===== config.mk =====
export PLATFORM = sky130hd
export DESIGN_NAME = uart_trx_core
export DESIGN_NICKNAME = d
export VERILOG_FILES = /design/src/rtl/uart_pkg.sv /design/src/rtl/uart_baud_tick.sv /design/src/rtl/uart_trx_core.sv
export SDC_FILE = /design/constraint.sdc
export NUM_CORES = 1
export LEC_CHECK = 0
export ABC_AREA = 1
export BUFFER_PORTS_ARGS = -buffer_cell sky130_fd_sc_hd__buf_2
export CORE_UTILIZATION = 30
export DETAILED_ROUTE_END_ITERATION = 8
export HOLD_SLACK_MARGIN = 0.15
export SETUP_SLACK_MARGIN = 0.1
export SLEW_MARGIN = 20
export SYNTH_ARGS = -nofsm -noshare
export SYNTH_HDL_FRONTEND = slang
export SYNTH_HIERARCHICAL = 1
export SYNTH_SLANG_ARGS = --single-unit

===== constraint.sdc =====
create_clock -name clk_i -period 3.3 [get_ports clk_i]
set_clock_uncertainty 0.1 [all_clocks]
set_input_delay 0.495 -clock clk_i [delete_from_list [all_inputs] [get_ports clk_i]]
set_output_delay 0.495 -clock clk_i [all_outputs]
set_load 0.005 [all_outputs]

===== src/rtl/uart_pkg.sv =====
// Shared types and helpers for the UART transmit/receive engine.
package uart_pkg;

  // Widest baud divisor a configuration snapshot can hold.
  localparam int unsigned CFG_DIV_W = 32;

  typedef enum logic [1:0] {
    DATA_BITS_5 = 2'b00,
    DATA_BITS_6 = 2'b01,
    DATA_BITS_7 = 2'b10,
    DATA_BITS_8 = 2'b11
  } data_bits_e;

  typedef struct packed {
    logic [CFG_DIV_W-1:0] div;
    data_bits_e           data_bits;
    logic                 parity_en;
    logic                 parity_type;
    logic                 two_stop;
  } uart_cfg_t;

  typedef enum logic [2:0] {
    TX_IDLE,
    TX_START,
    TX_DATA,
    TX_PARITY,
    TX_STOP1,
    TX_STOP2
  } tx_state_e;

  typedef enum logic [2:0] {
    RX_IDLE,
    RX_START,
    RX_DATA,
    RX_PARITY,
    RX_STOP
  } rx_state_e;

  // Mask selecting the active data bits of a byte.
  function automatic logic [7:0] data_mask(input data_bits_e bits);
    return 8'hFF >> (2'd3 - bits);
  endfunction

  // Index of the last data bit sent/received (4 for 5 bits .. 7 for 8 bits).
  function automatic logic [2:0] last_bit_idx(input data_bits_e bits);
    return 3'd4 + {1'b0, bits};
  endfunction

  // XOR of the active data bits, inverted for odd parity.
  function automatic logic parity_calc(input logic [7:0] data, input data_bits_e bits,
                                       input logic odd);
    return (^(data & data_mask(bits))) ^ odd;
  endfunction

endpackage


===== src/rtl/uart_baud_tick.sv =====
// Oversample tick generator: one-cycle pulse every max(div,1) clocks,
// restartable so a new frame starts on a fresh tick phase.
module uart_baud_tick
  import uart_pkg::*;
#(
  parameter int unsigned DIV_W = 16
) (
  input  logic                 clk_i,
  input  logic                 arst_ni,
  input  logic                 restart_i,
  input  logic [CFG_DIV_W-1:0] div_i,
  output logic                 tick_o
);

  logic [DIV_W-1:0]     cnt_q, cnt_d;
  logic [CFG_DIV_W-1:0] last_cnt;

  // A divisor of zero behaves like one: tick every clock.
  assign last_cnt = (div_i == '0) ? '0 : div_i - CFG_DIV_W'(1);
  assign tick_o   = (CFG_DIV_W'(cnt_q) >= last_cnt);

  // Next count: wrap on tick, clear on restart.
  always_comb begin
    cnt_d = cnt_q + DIV_W'(1);
    if (restart_i || tick_o) cnt_d = '0;
  end

  // Counter register.
  always_ff @(posedge clk_i or negedge arst_ni) begin
    if (!arst_ni) cnt_q <= '0;
    else          cnt_q <= cnt_d;
  end

endmodule


===== src/rtl/uart_trx_core.sv =====
// UART transmit and receive engine with runtime frame format, per-direction
// configuration snapshot and an oversampled, synchronized receiver.
module uart_trx_core
  import uart_pkg::*;
#(
  parameter int unsigned OVERSAMPLE  = 16,
  parameter int unsigned DIV_W       = 16,
  parameter int unsigned SYNC_STAGES = 2
) (
  input  logic             clk_i,
  input  logic             arst_ni,
  input  logic [DIV_W-1:0] cfg_clk_div_i,
  input  logic [1:0]       cfg_data_bits_i,
  input  logic             cfg_parity_en_i,
  input  logic             cfg_parity_type_i,
  input  logic             cfg_two_stop_i,
  input  logic [7:0]       tx_data_i,
  input  logic             tx_valid_i,
  output logic             tx_ready_o,
  output logic             tx_o,
  output logic             tx_busy_o,
  input  logic             rx_i,
  output logic [7:0]       rx_data_o,
  output logic             rx_valid_o,
  input  logic             rx_ready_i,
  output logic             rx_parity_err_o,
  output logic             rx_frame_err_o,
  output logic             rx_overrun_o,
  output logic             rx_busy_o
);

  localparam int unsigned     OS_W    = $clog2(OVERSAMPLE);
  localparam logic [OS_W-1:0] OS_LAST = OS_W'(OVERSAMPLE - 1);
  localparam logic [OS_W-1:0] OS_MID  = OS_W'(OVERSAMPLE / 2 - 1);

  uart_cfg_t cfg_now;

  // Live configuration packed for snapshotting at frame start.
  always_comb begin
    cfg_now             = '0;
    cfg_now.div         = CFG_DIV_W'(cfg_clk_div_i);
    cfg_now.data_bits   = data_bits_e'(cfg_data_bits_i);
    cfg_now.parity_en   = cfg_parity_en_i;
    cfg_now.parity_type = cfg_parity_type_i;
    cfg_now.two_stop    = cfg_two_stop_i;
  end

  // ---------------------------------------------------------------- TX
  tx_state_e       tx_state_q;
  uart_cfg_t       tx_cfg_q;
  logic [7:0]      tx_data_q;
  logic [2:0]      tx_bit_q;
  logic [OS_W-1:0] tx_os_q;
  logic            tx_o_q, tx_ready_q;
  logic            tx_tick, tx_start, tx_bit_end;

  assign tx_start   = (tx_state_q == TX_IDLE) && tx_valid_i && tx_ready_q;
  assign tx_bit_end = tx_tick && (tx_os_q == OS_LAST);

  uart_baud_tick #(.DIV_W(DIV_W)) u_tx_tick (
    .clk_i     (clk_i),
    .arst_ni   (arst_ni),
    .restart_i (tx_start),
    .div_i     (tx_cfg_q.div),
    .tick_o    (tx_tick)
  );

  // TX frame sequencer; each state is one bit time, line driven from a register.
  always_ff @(posedge clk_i or negedge arst_ni) begin
    if (!arst_ni) begin
      tx_state_q <= TX_IDLE;
      tx_cfg_q   <= '0;
      tx_data_q  <= '0;
      tx_bit_q   <= '0;
      tx_os_q    <= '0;
      tx_o_q     <= 1'b1;
      tx_ready_q <= 1'b1;
    end else begin
      if ((tx_state_q != TX_IDLE) && tx_tick) tx_os_q <= tx_bit_end ? '0 : tx_os_q + OS_W'(1);
      case (tx_state_q)
        TX_IDLE: begin
          if (tx_start) begin
            tx_cfg_q   <= cfg_now;
            tx_data_q  <= tx_data_i;
            tx_bit_q   <= '0;
            tx_os_q    <= '0;
            tx_o_q     <= 1'b0;
            tx_ready_q <= 1'b0;
            tx_state_q <= TX_START;
          end
        end
        TX_START: begin
          if (tx_bit_end) begin
            tx_o_q     <= tx_data_q[0];
            tx_state_q <= TX_DATA;
          end
        end
        TX_DATA: begin
          if (tx_bit_end) begin
            if (tx_bit_q == last_bit_idx(tx_cfg_q.data_bits)) begin
              if (tx_cfg_q.parity_en) begin
                tx_o_q     <= parity_calc(tx_data_q, tx_cfg_q.data_bits, tx_cfg_q.parity_type);
                tx_state_q <= TX_PARITY;
              end else begin
                tx_o_q     <= 1'b1;
                tx_state_q <= TX_STOP1;
              end
            end else begin
              tx_bit_q <= tx_bit_q + 3'd1;
              tx_o_q   <= tx_data_q[tx_bit_q + 3'd1];
            end
          end
        end
        TX_PARITY: begin
          if (tx_bit_end) begin
            tx_o_q     <= 1'b1;
            tx_state_q <= TX_STOP1;
          end
        end
        TX_STOP1: begin
          if (tx_bit_end) begin
            if (tx_cfg_q.two_stop) begin
              tx_state_q <= TX_STOP2;
            end else begin
              tx_ready_q <= 1'b1;
              tx_state_q <= TX_IDLE;
            end
          end
        end
        TX_STOP2: begin
          if (tx_bit_end) begin
            tx_ready_q <= 1'b1;
            tx_state_q <= TX_IDLE;
          end
        end
        default: begin
          tx_o_q     <= 1'b1;
          tx_ready_q <= 1'b1;
          tx_state_q <= TX_IDLE;
        end
      endcase
    end
  end

  assign tx_o       = tx_o_q;
  assign tx_ready_o = tx_ready_q;
  assign tx_busy_o  = (tx_state_q != TX_IDLE);

  // ---------------------------------------------------------------- RX
  logic [SYNC_STAGES-1:0] rx_sync_q;
  logic                   rx_prev_q;
  logic                   rx_s, rx_fall;

  // Metastability synchronizer plus previous-value flop for edge detection.
  always_ff @(posedge clk_i or negedge arst_ni) begin
    if (!arst_ni) begin
      rx_sync_q <= '1;
      rx_prev_q <= 1'b1;
    end else begin
      rx_sync_q <= {rx_sync_q[SYNC_STAGES-2:0], rx_i};
      rx_prev_q <= rx_sync_q[SYNC_STAGES-1];
    end
  end

  assign rx_s    = rx_sync_q[SYNC_STAGES-1];
  assign rx_fall = rx_prev_q && !rx_s;

  rx_state_e            rx_state_q;
  logic [CFG_DIV_W-1:0] rx_div_q;
  data_bits_e           rx_bits_q;
  logic                 rx_par_en_q, rx_par_odd_q;
  logic [7:0]           rx_shift_q;
  logic [2:0]           rx_bit_q;
  logic [OS_W-1:0]      rx_os_q;
  logic                 rx_perr_q;
  logic                 rx_tick, rx_start, rx_sample, rx_done;

  assign rx_start  = (rx_state_q == RX_IDLE) && rx_fall;
  assign rx_sample = rx_tick && (rx_os_q == OS_LAST);
  assign rx_done   = (rx_state_q == RX_STOP) && rx_sample;

  uart_baud_tick #(.DIV_W(DIV_W)) u_rx_tick (
    .clk_i     (clk_i),
    .arst_ni   (arst_ni),
    .restart_i (rx_start),
    .div_i     (rx_div_q),
    .tick_o    (rx_tick)
  );

  // RX frame sequencer; mid-start re-check, then one sample per bit time.
  always_ff @(posedge clk_i or negedge arst_ni) begin
    if (!arst_ni) begin
      rx_state_q   <= RX_IDLE;
      rx_div_q     <= '0;
      rx_bits_q    <= DATA_BITS_5;
      rx_par_en_q  <= 1'b0;
      rx_par_odd_q <= 1'b0;
      rx_shift_q   <= '0;
      rx_bit_q     <= '0;
      rx_os_q      <= '0;
      rx_perr_q    <= 1'b0;
    end else begin
      if ((rx_state_q != RX_IDLE) && rx_tick) rx_os_q <= rx_sample ? '0 : rx_os_q + OS_W'(1);
      case (rx_state_q)
        RX_IDLE: begin
          if (rx_fall) begin
            rx_div_q     <= cfg_now.div;
            rx_bits_q    <= cfg_now.data_bits;
            rx_par_en_q  <= cfg_now.parity_en;
            rx_par_odd_q <= cfg_now.parity_type;
            rx_shift_q   <= '0;
            rx_bit_q     <= '0;
            rx_os_q      <= '0;
            rx_perr_q    <= 1'b0;
            rx_state_q   <= RX_START;
          end
        end
        RX_START: begin
          // Restarting the count here puts all later samples at bit centres.
          if (rx_tick && (rx_os_q == OS_MID)) begin
            rx_os_q    <= '0;
            rx_state_q <= rx_s ? RX_IDLE : RX_DATA;
          end
        end
        RX_DATA: begin
          if (rx_sample) begin
            rx_shift_q[rx_bit_q] <= rx_s;
            if (rx_bit_q == last_bit_idx(rx_bits_q)) begin
              rx_state_q <= rx_par_en_q ? RX_PARITY : RX_STOP;
            end else begin
              rx_bit_q <= rx_bit_q + 3'd1;
            end
          end
        end
        RX_PARITY: begin
          if (rx_sample) begin
            rx_perr_q  <= parity_calc(rx_shift_q, rx_bits_q, rx_par_odd_q) ^ rx_s;
            rx_state_q <= RX_STOP;
          end
        end
        RX_STOP: begin
          if (rx_sample) rx_state_q <= RX_IDLE;
        end
        default: rx_state_q <= RX_IDLE;
      endcase
    end
  end

  logic [7:0] rx_data_q;
  logic       rx_valid_q, rx_perr_out_q, rx_ferr_q, rx_ovr_q;

  // Output holding register with drop-on-overrun.
  always_ff @(posedge clk_i or negedge arst_ni) begin
    if (!arst_ni) begin
      rx_data_q     <= '0;
      rx_valid_q    <= 1'b0;
      rx_perr_out_q <= 1'b0;
      rx_ferr_q     <= 1'b0;
      rx_ovr_q      <= 1'b0;
    end else begin
      rx_ovr_q <= 1'b0;
      if (rx_done) begin
        if (!rx_valid_q || rx_ready_i) begin
          rx_data_q     <= rx_shift_q;
          rx_perr_out_q <= rx_perr_q;
          rx_ferr_q     <= !rx_s;
          rx_valid_q    <= 1'b1;
        end else begin
          rx_ovr_q <= 1'b1;
        end
      end else if (rx_valid_q && rx_ready_i) begin
        rx_valid_q <= 1'b0;
      end
    end
  end

  assign rx_data_o       = rx_data_q;
  assign rx_valid_o      = rx_valid_q;
  assign rx_parity_err_o = rx_perr_out_q;
  assign rx_frame_err_o  = rx_ferr_q;
  assign rx_overrun_o    = rx_ovr_q;
  assign rx_busy_o       = (rx_state_q != RX_IDLE);

endmodule

Yosys cells after proc, flatten, opt, wreduce, memory -nomap -nowiden. Cells that the tools add are included.

$add $sub $neg: 12. Mux-type cells: 66. Reductions and logical operators: 43. Shifts and indexed selects: 2. Bitwise operators: 7. Multipliers: 0. Equal/unequal tests: 31. Div/mod/pow operators: 0. Order comparisons: 5.

Operators with widths (count): $mux 3 (22); $ge 16x32->1 (2); $logic_not 32->1 (2); $mux 32 (2); $sub 16x1->17 const B (2); $add 16x1->16 const B (2); $mux 16 (2); $mux 4 (8); $ne 2x2->1 const B (15); $pmux 3 s6 (1); $mux 1 (17); $and 8x8->8 (2); $mux 8 (2); $pmux 8 s2 (1); $reduce_xor 8->1 (2); $shr 8x2->8 const A (2); $pmux 3 s5 (1); $eq 3x2->1 const B (4); $logic_and 1x1->1 (12); $pmux 3 s2 (2); $reduce_and 5->1 (2); $eq 3x3->1 const B (3); $add 4x1->4 const B (2); $bwmux 8 (1); other kinds (31) (55).

Memories: 0. Output and inout bits: 16. ROM bits: 0. Bits in writable memories: 0. Bits of input ports: 34. Bits in registers: 127. Logic and storage cells: 195. Latch bits: 0.

Longest topological paths before layout.
Depth in word-level cells: 9. Gate-level depth with buffers: 26. Mapped depth without buffers: 25.

Hierarchy. Netlist, hierarchy kept.

Modules (own cells, without submodules): uart_trx_core (instances 1, seq. area each 2383.5 sq um, area each 4553.1 sq um, cells an instance 545); uart_baud_tick at u_tx_tick (instances 1, seq. area each 400.4 sq um, area each 2364.8 sq um, cells an instance 402); uart_baud_tick at u_rx_tick (instances 1, seq. area each 400.4 sq um, area each 2189.6 sq um, cells an instance 365).

Worst setup path before layout. OpenSTA, ideal clock, no wires.

Path kind: register -> register. Start: reg tx_cfg_q[5] (netlist name). End: reg tx_state_q[0]. Setup slack: -116 ps. Library setup time: 119 ps. Data required time: 3081 ps. Stages on the path, launching flop included: 26. Clock period less this slack: 3416 ps. Arrival: 3198 ps. Path buffers: 0. Cell sequence: dfrtp_1 > inv_1 > ha_1 > nand3_2 > nor2_4 > nand2_2 > nor2_1 > a21oi_1 > ha_1 > inv_1 > a21boi_0 > o21bai_1 > a21boi_0 > o21ai_0 > nand2_1 > nand2_1 > nand3_1 > a21boi_0 > nand4_1 > inv_1 > nand2_1 > nand2_1 > nand3_1 > inv_1 > nand2_1 > o21a_1.

Word-level cells in the longest chain between the ends: 6. Elaborated cells on any way between the ends: 11. Those cells by class: add/sub: 1; order compare: 1; eq/ne: 5; mux: 1; reduce/logical: 3.

Ends and longest elaborated chain: start: declaration (line uart_trx_core.sv:50) `uart_cfg_t tx_cfg_q;`; start signal: assignment (line uart_trx_core.sv:83) `tx_cfg_q <= cfg_now;`; $sub 16x1->17 or $logic_not 32->1 (tied branches) (line uart_baud_tick.sv:19) `assign last_cnt = (div_i == '0) ? '0 : div_i - CFG_DIV_W'(1);`; $mux 32 * (line uart_baud_tick.sv:19); $ge 16x32->1 * (line uart_baud_tick.sv:20) `assign tick_o = (CFG_DIV_W'(cnt_q) >= last_cnt);`; net tx_tick (line uart_trx_core.sv:55) `logic tx_tick, tx_start, tx_bit_end;`; $logic_and 1x1->1 * (line uart_trx_core.sv:58) `assign tx_bit_end = tx_tick && (tx_os_q == OS_LAST);`; $ne 2x2->1 (no source line); $reduce_and 7->1 (no source line) *; end signal: assignment (line uart_trx_core.sv:71) `tx_state_q <= TX_IDLE;`; end signal: assignment (line uart_trx_core.sv:89) `tx_state_q <= TX_START;`; end signal: assignment (line uart_trx_core.sv:95) `tx_state_q <= TX_DATA;`; end: declaration (line uart_trx_core.sv:49) `tx_state_e tx_state_q;`.

The timed path passes the listed nets; every way through them passes the cells marked *. A chain may end at the register's enable or synchronous reset.

Final worst setup path.
Start: reg rx_div_q[3]. End: reg rx_shift_q[6].

Word-level cells in the longest chain between the ends: 6. Elaborated cells on any way between the ends: 7. Those cells by class: add/sub: 1; order compare: 1; eq/ne: 1; mux: 1; reduce/logical: 3.

Ends and longest elaborated chain: start: declaration (line uart_trx_core.sv:169) `logic [CFG_DIV_W-1:0] rx_div_q;`; start signal: assignment (line uart_trx_core.sv:207) `rx_div_q <= cfg_now.div;`; $sub 16x1->17 or $logic_not 32->1 (tied branches) (line uart_baud_tick.sv:19); $mux 32 * (line uart_baud_tick.sv:19); $ge 16x32->1 * (line uart_baud_tick.sv:20); net rx_tick (line uart_trx_core.sv:176) `logic rx_tick, rx_start, rx_sample, rx_done;`; $logic_and 1x1->1 * (line uart_trx_core.sv:179) `assign rx_sample = rx_tick && (rx_os_q == OS_LAST);`; $ne 2x2->1 (no source line) *; $reduce_and 3->1 (no source line) *; end signal: indexed assignment (line uart_trx_core.sv:227) `rx_shift_q[rx_bit_q] <= rx_s;`; end: declaration (line uart_trx_core.sv:172) `logic [7:0] rx_shift_q;`.

Marks and branches as above.

==> flow_metrics.py <==
metrics = {
    "clock_tree": {
        "cts_buffer_depth": 2,
        "numCtsBuffers": 17,
        "clk_pin_slew_worst_paths_ns": 0.06,
        "clkLatencyLatePin_ns": 0.42,
        "cts_sinks": 127,
        "cts_tree": "done",
        "htreeDepth": 4,
        "root_buffer": "clkbuf_16",
    },
    "worst_setup_path": {
        "critPathMostFrequentCell": "nand2_1",
        "cp-end-kind": "register",
        "r2r_end": "rx_shift_q[6]$_DFFE_PN0P_",
        "crit_buf_inv": 3,
        "path_cells": "nor2_2 > nand2_1 > nor2_4 > xor2_1 > nand2_1 > ha_1 > nand2_1 > nor2_1 > a21boi_2 > o21ai_1 > nand2_1 > nand2_1 > nand3_2 > nand2_4 > inv_4 > nand3_4 > buf_6 > o21ai_4 > buf_12 > nand2_4 > nor2_4 > a21oi_2",
        "crit_slowest_cell": "dfrtp_2",
        "crit_arrival_ns": 3.46,
        "start_kind": "register",
        "cpLargestDelayFamily": "simple AND/OR/NAND/NOR gates",
        "reg2reg_from": "rx_div_q[3]$_DFFE_PN0P_",
        "crit_required_ns": 3.52,
        "worst-path-stages": 22,
        "reg2reg_slack_ns": 0.06,
        "rr_worst_depth": 22,
        "path_class": "reg -> reg",
        "slowest_delay_ns": 0.44,
        "worstPathMaxFanout": 8,
    },
    "global_routing": {
        "grt_pass1_vias": 8272,
        "busiest_layer": "met2",
        "antenna_found_initial": 4,
        "use_met1": 0.208,
        "met2_usage": 0.244,
        "grt_usage": 0.152,
        "overflow": 0,
        "met3_usage": 0.0261,
        "grt_max_degree": 68,
        "grt_pass1_wl_um": 38700,
    },
    "synthesis": {
        "synth.top_cell.area_share": 0.335,
        "synth_cell_types": 51,
        "synthArstFlopShare": 1.00,
        "syn_area_per_cell_um2": 6.94,
        "synthTopCellsByArea": "dfrtp_1, nand2_1, nor2_1",
        "ys_seq_area_frac": 0.350,
        "synth_edf_count": 0,
        "yosys.area.top_type": "dfrtp_1",
        "ys_seq_elements": 127,
        "synth_area_mm2": 0.00911,
        "syn_inst": 1312,
        "ys_warn_count": 6,
        "synth_flop_cell": "dfrtp_1",
    },
    "timing": {
        "fin_crit_sh": 0.982,
        "hold_viol": 0,
        "setup_viol": 0,
        "layout_min_cycle_time_ns": 3.24,
        "slew_headroom": 0.527,
        "rsz0062_at_grt": "yes",
        "fmax_ghz": 0.309,
        "drv_slew": 0,
        "tightest_slew_ns": 0.706,
    },
    "placement": {
        "hpwl_um": 17300,
        "gp_congestion": 0.879,
        "dp_cells": 1921,
        "portBuffers": 49,
        "dpl_cell_area_mm2": 0.0107,
    },
    "final_layout": {
        "mostFrequentLayoutCell": "nand2_1",
        "fill_cells": 2977,
        "layout.nets": 1653,
        "mostFrequentLayoutCells": "nand2_1, nor2_1, inv_1",
        "final_area_mm2": 0.0124,
        "drive_gt1_frac": 0.256,
        "final_cells": 1985,
        "syn2layout_area_growth_pct": 35.7,
    },
    "worst_hold_path": {
        "worstHoldPathCells": 3,
        "worstHoldStart": "tx_data_i[0]",
        "hp-class": "in -> reg",
        "min_to": "tx_data_q[0]$_DFFE_PN0P_",
    },
    "routing": {
        "drtIter0Drc": 408,
        "ant_nets": 0,
        "vias_per_cell": 4.39,
        "drtPass1Iterations": 5,
        "remaining_drc_errors": 0,
        "drt-wirelength-per-cell_um": 11.8,
        "totalWireLength_um": 23500,
        "vias": 8717,
    },
    "floorplan": {
        "io_pins": 50,
        "start_util": 0.306,
        "fp.dieH_um": 176,
        "rows": 63,
        "core-area_mm2": 0.0297,
        "die_area_mm2": 0.0311,
        "fp.dieW_um": 176,
    },
    "pwr": {
        "ir_drop_mv": 0.455,
        "swShare": 0.368,
        "powerDensity_mw_per_mm2": 542,
        "clkPwrFrac": 0.304,
        "p_switching_uw": 2470,
        "power.leakage_uw": 0.00615,
        "power.internal_uw": 4230,
        "pwr-share-comb": 0.387,
        "power_frac_seq": 0.309,
    },
    "flow_run": {
        "cap_violations": 0,
    },
    "status": {
        "status": "completed",
    },
}
## per-layer routing
metal | part of all wire | up-vias
li1 | - | 4610
met4 | 0.013 | 2
met1 | 0.48 | 3968
met2 | 0.47 | 113
met3 | 0.033 | 24
met5 | 0.00055 | -
## repair_timing
action                                  in CTS  in global routing
endpoints found under the setup margin      37                 57
endpoints found under the hold margin       59                  0
pin swaps                                   26                 73
resized for setup                           47                149
buffers inserted                             8                 16
hold buffers                                 2                  0
cloned                                       1                  2
## cell families after synthesis
logic type / count (synthesis) / share of synthesized area
and+or+nand+nor: 773 / 0.378
adders and majority gates: 40 / 0.0550
muxes: 5 / 0.00618
AOI/OAI and AO/OA: 141 / 0.0850
buffers and inverters: 178 / 0.0811
other: 1 / 0.000412
DFF: 127 / 0.350
xor gates and xnor gates: 47 / 0.0452
## stage by stage
step                      hold WS, ns  total power, µW  setup WS, ns  utilization  setup TNS, ns
after floorplan                0.0994             3520        0.0884            -              0
after global placement          0.246             4150       -0.0468        0.361         -0.579
after detailed placement        0.253             4190        -0.114        0.361          -2.13
after CTS                       0.169             6420         0.100        0.393              0
after global routing            0.196             7150        -0.180        0.416          -3.10
final                           0.174             6700        0.0585        0.416              0
## how the worst max path moves through the flow
stage / endpoint / startpoint
floorplan: rx_shift_q[4]$_DFFE_PN0P_ / rx_div_q[0]$_DFFE_PN0P_
global placement: rx_data_o[1]$_DFFE_PN0P_ / rx_div_q[0]$_DFFE_PN0P_
detailed placement: tx_state_q[0]$_DFFE_PN0P_ / tx_cfg_q[5]$_DFFE_PN0P_
CTS: tx_state_q[0]$_DFFE_PN0P_ / tx_cfg_q[5]$_DFFE_PN0P_
global route: tx_state_q[0]$_DFFE_PN0P_ / tx_cfg_q[5]$_DFFE_PN0P_
finish: rx_shift_q[6]$_DFFE_PN0P_ / rx_div_q[3]$_DFFE_PN0P_
## flip-flops by register name, indices dropped and copies added, names as in the netlist, 2 cells and up
register / cells
tx_cfg_q: 21
rx_div_q: 16
u_rx_tick/cnt_q: 16
u_tx_tick/cnt_q: 16
rx_data_o: 8
rx_shift_q: 8
tx_data_q: 8
rx_os_q: 4
tx_os_q: 4
rx_bit_q: 3
rx_state_q: 3
tx_bit_q: 3
tx_state_q: 3
rx_bits_q: 2
rx_sync_q: 2
## worst min-delay path: stages
cell and delay, ns:
buf_2 0.07, nand2_1 0.04, o21ai_0 0.05
## power groups by stage
stage | combinational, µW | clock [µW] | sequential [µW]
final | 2600 | 2030 | 2070
after detailed placement | 2130 | 0 | 2060
after global routing | 2910 | 2130 | 2110
after floorplan | 1490 | 0 | 2030
after global placement | 2090 | 0 | 2060
after CTS | 2300 | 2070 | 2050
## synthesized netlist by cell type, drive strengths merged (2+ instances only)
cell type and n:
o21bai 5, xor2 33, nand2 390, clkbuf 5
buf 14, a21oi 25, or2 14, dfrtp 122
a211oi 3, nand3b 3, nor3b 2, a21boi 5
inv 158, nand4 23, nand3 99, mux2 5
nor4 3, ha 40, o21ai 98, nor3 12
nor2 225, dfstp 5, xnor2 14
## layout make-up
cell class | count | area (µm²) | share of cell area
Antenna cell | 3 | 7.51 | 0.000608
Clock inverter | 13 | 185 | 0.0150
Multi-Input combinational cell | 1126 | 6320 | 0.511
Sequential cell | 127 | 3190 | 0.258
Tap cell | 390 | 488 | 0.0395
Inverter | 159 | 612 | 0.0495
Timing Repair Buffer | 148 | 1100 | 0.0892
Clock buffer | 19 | 453 | 0.0367
(Power assumes the default switching activity.)
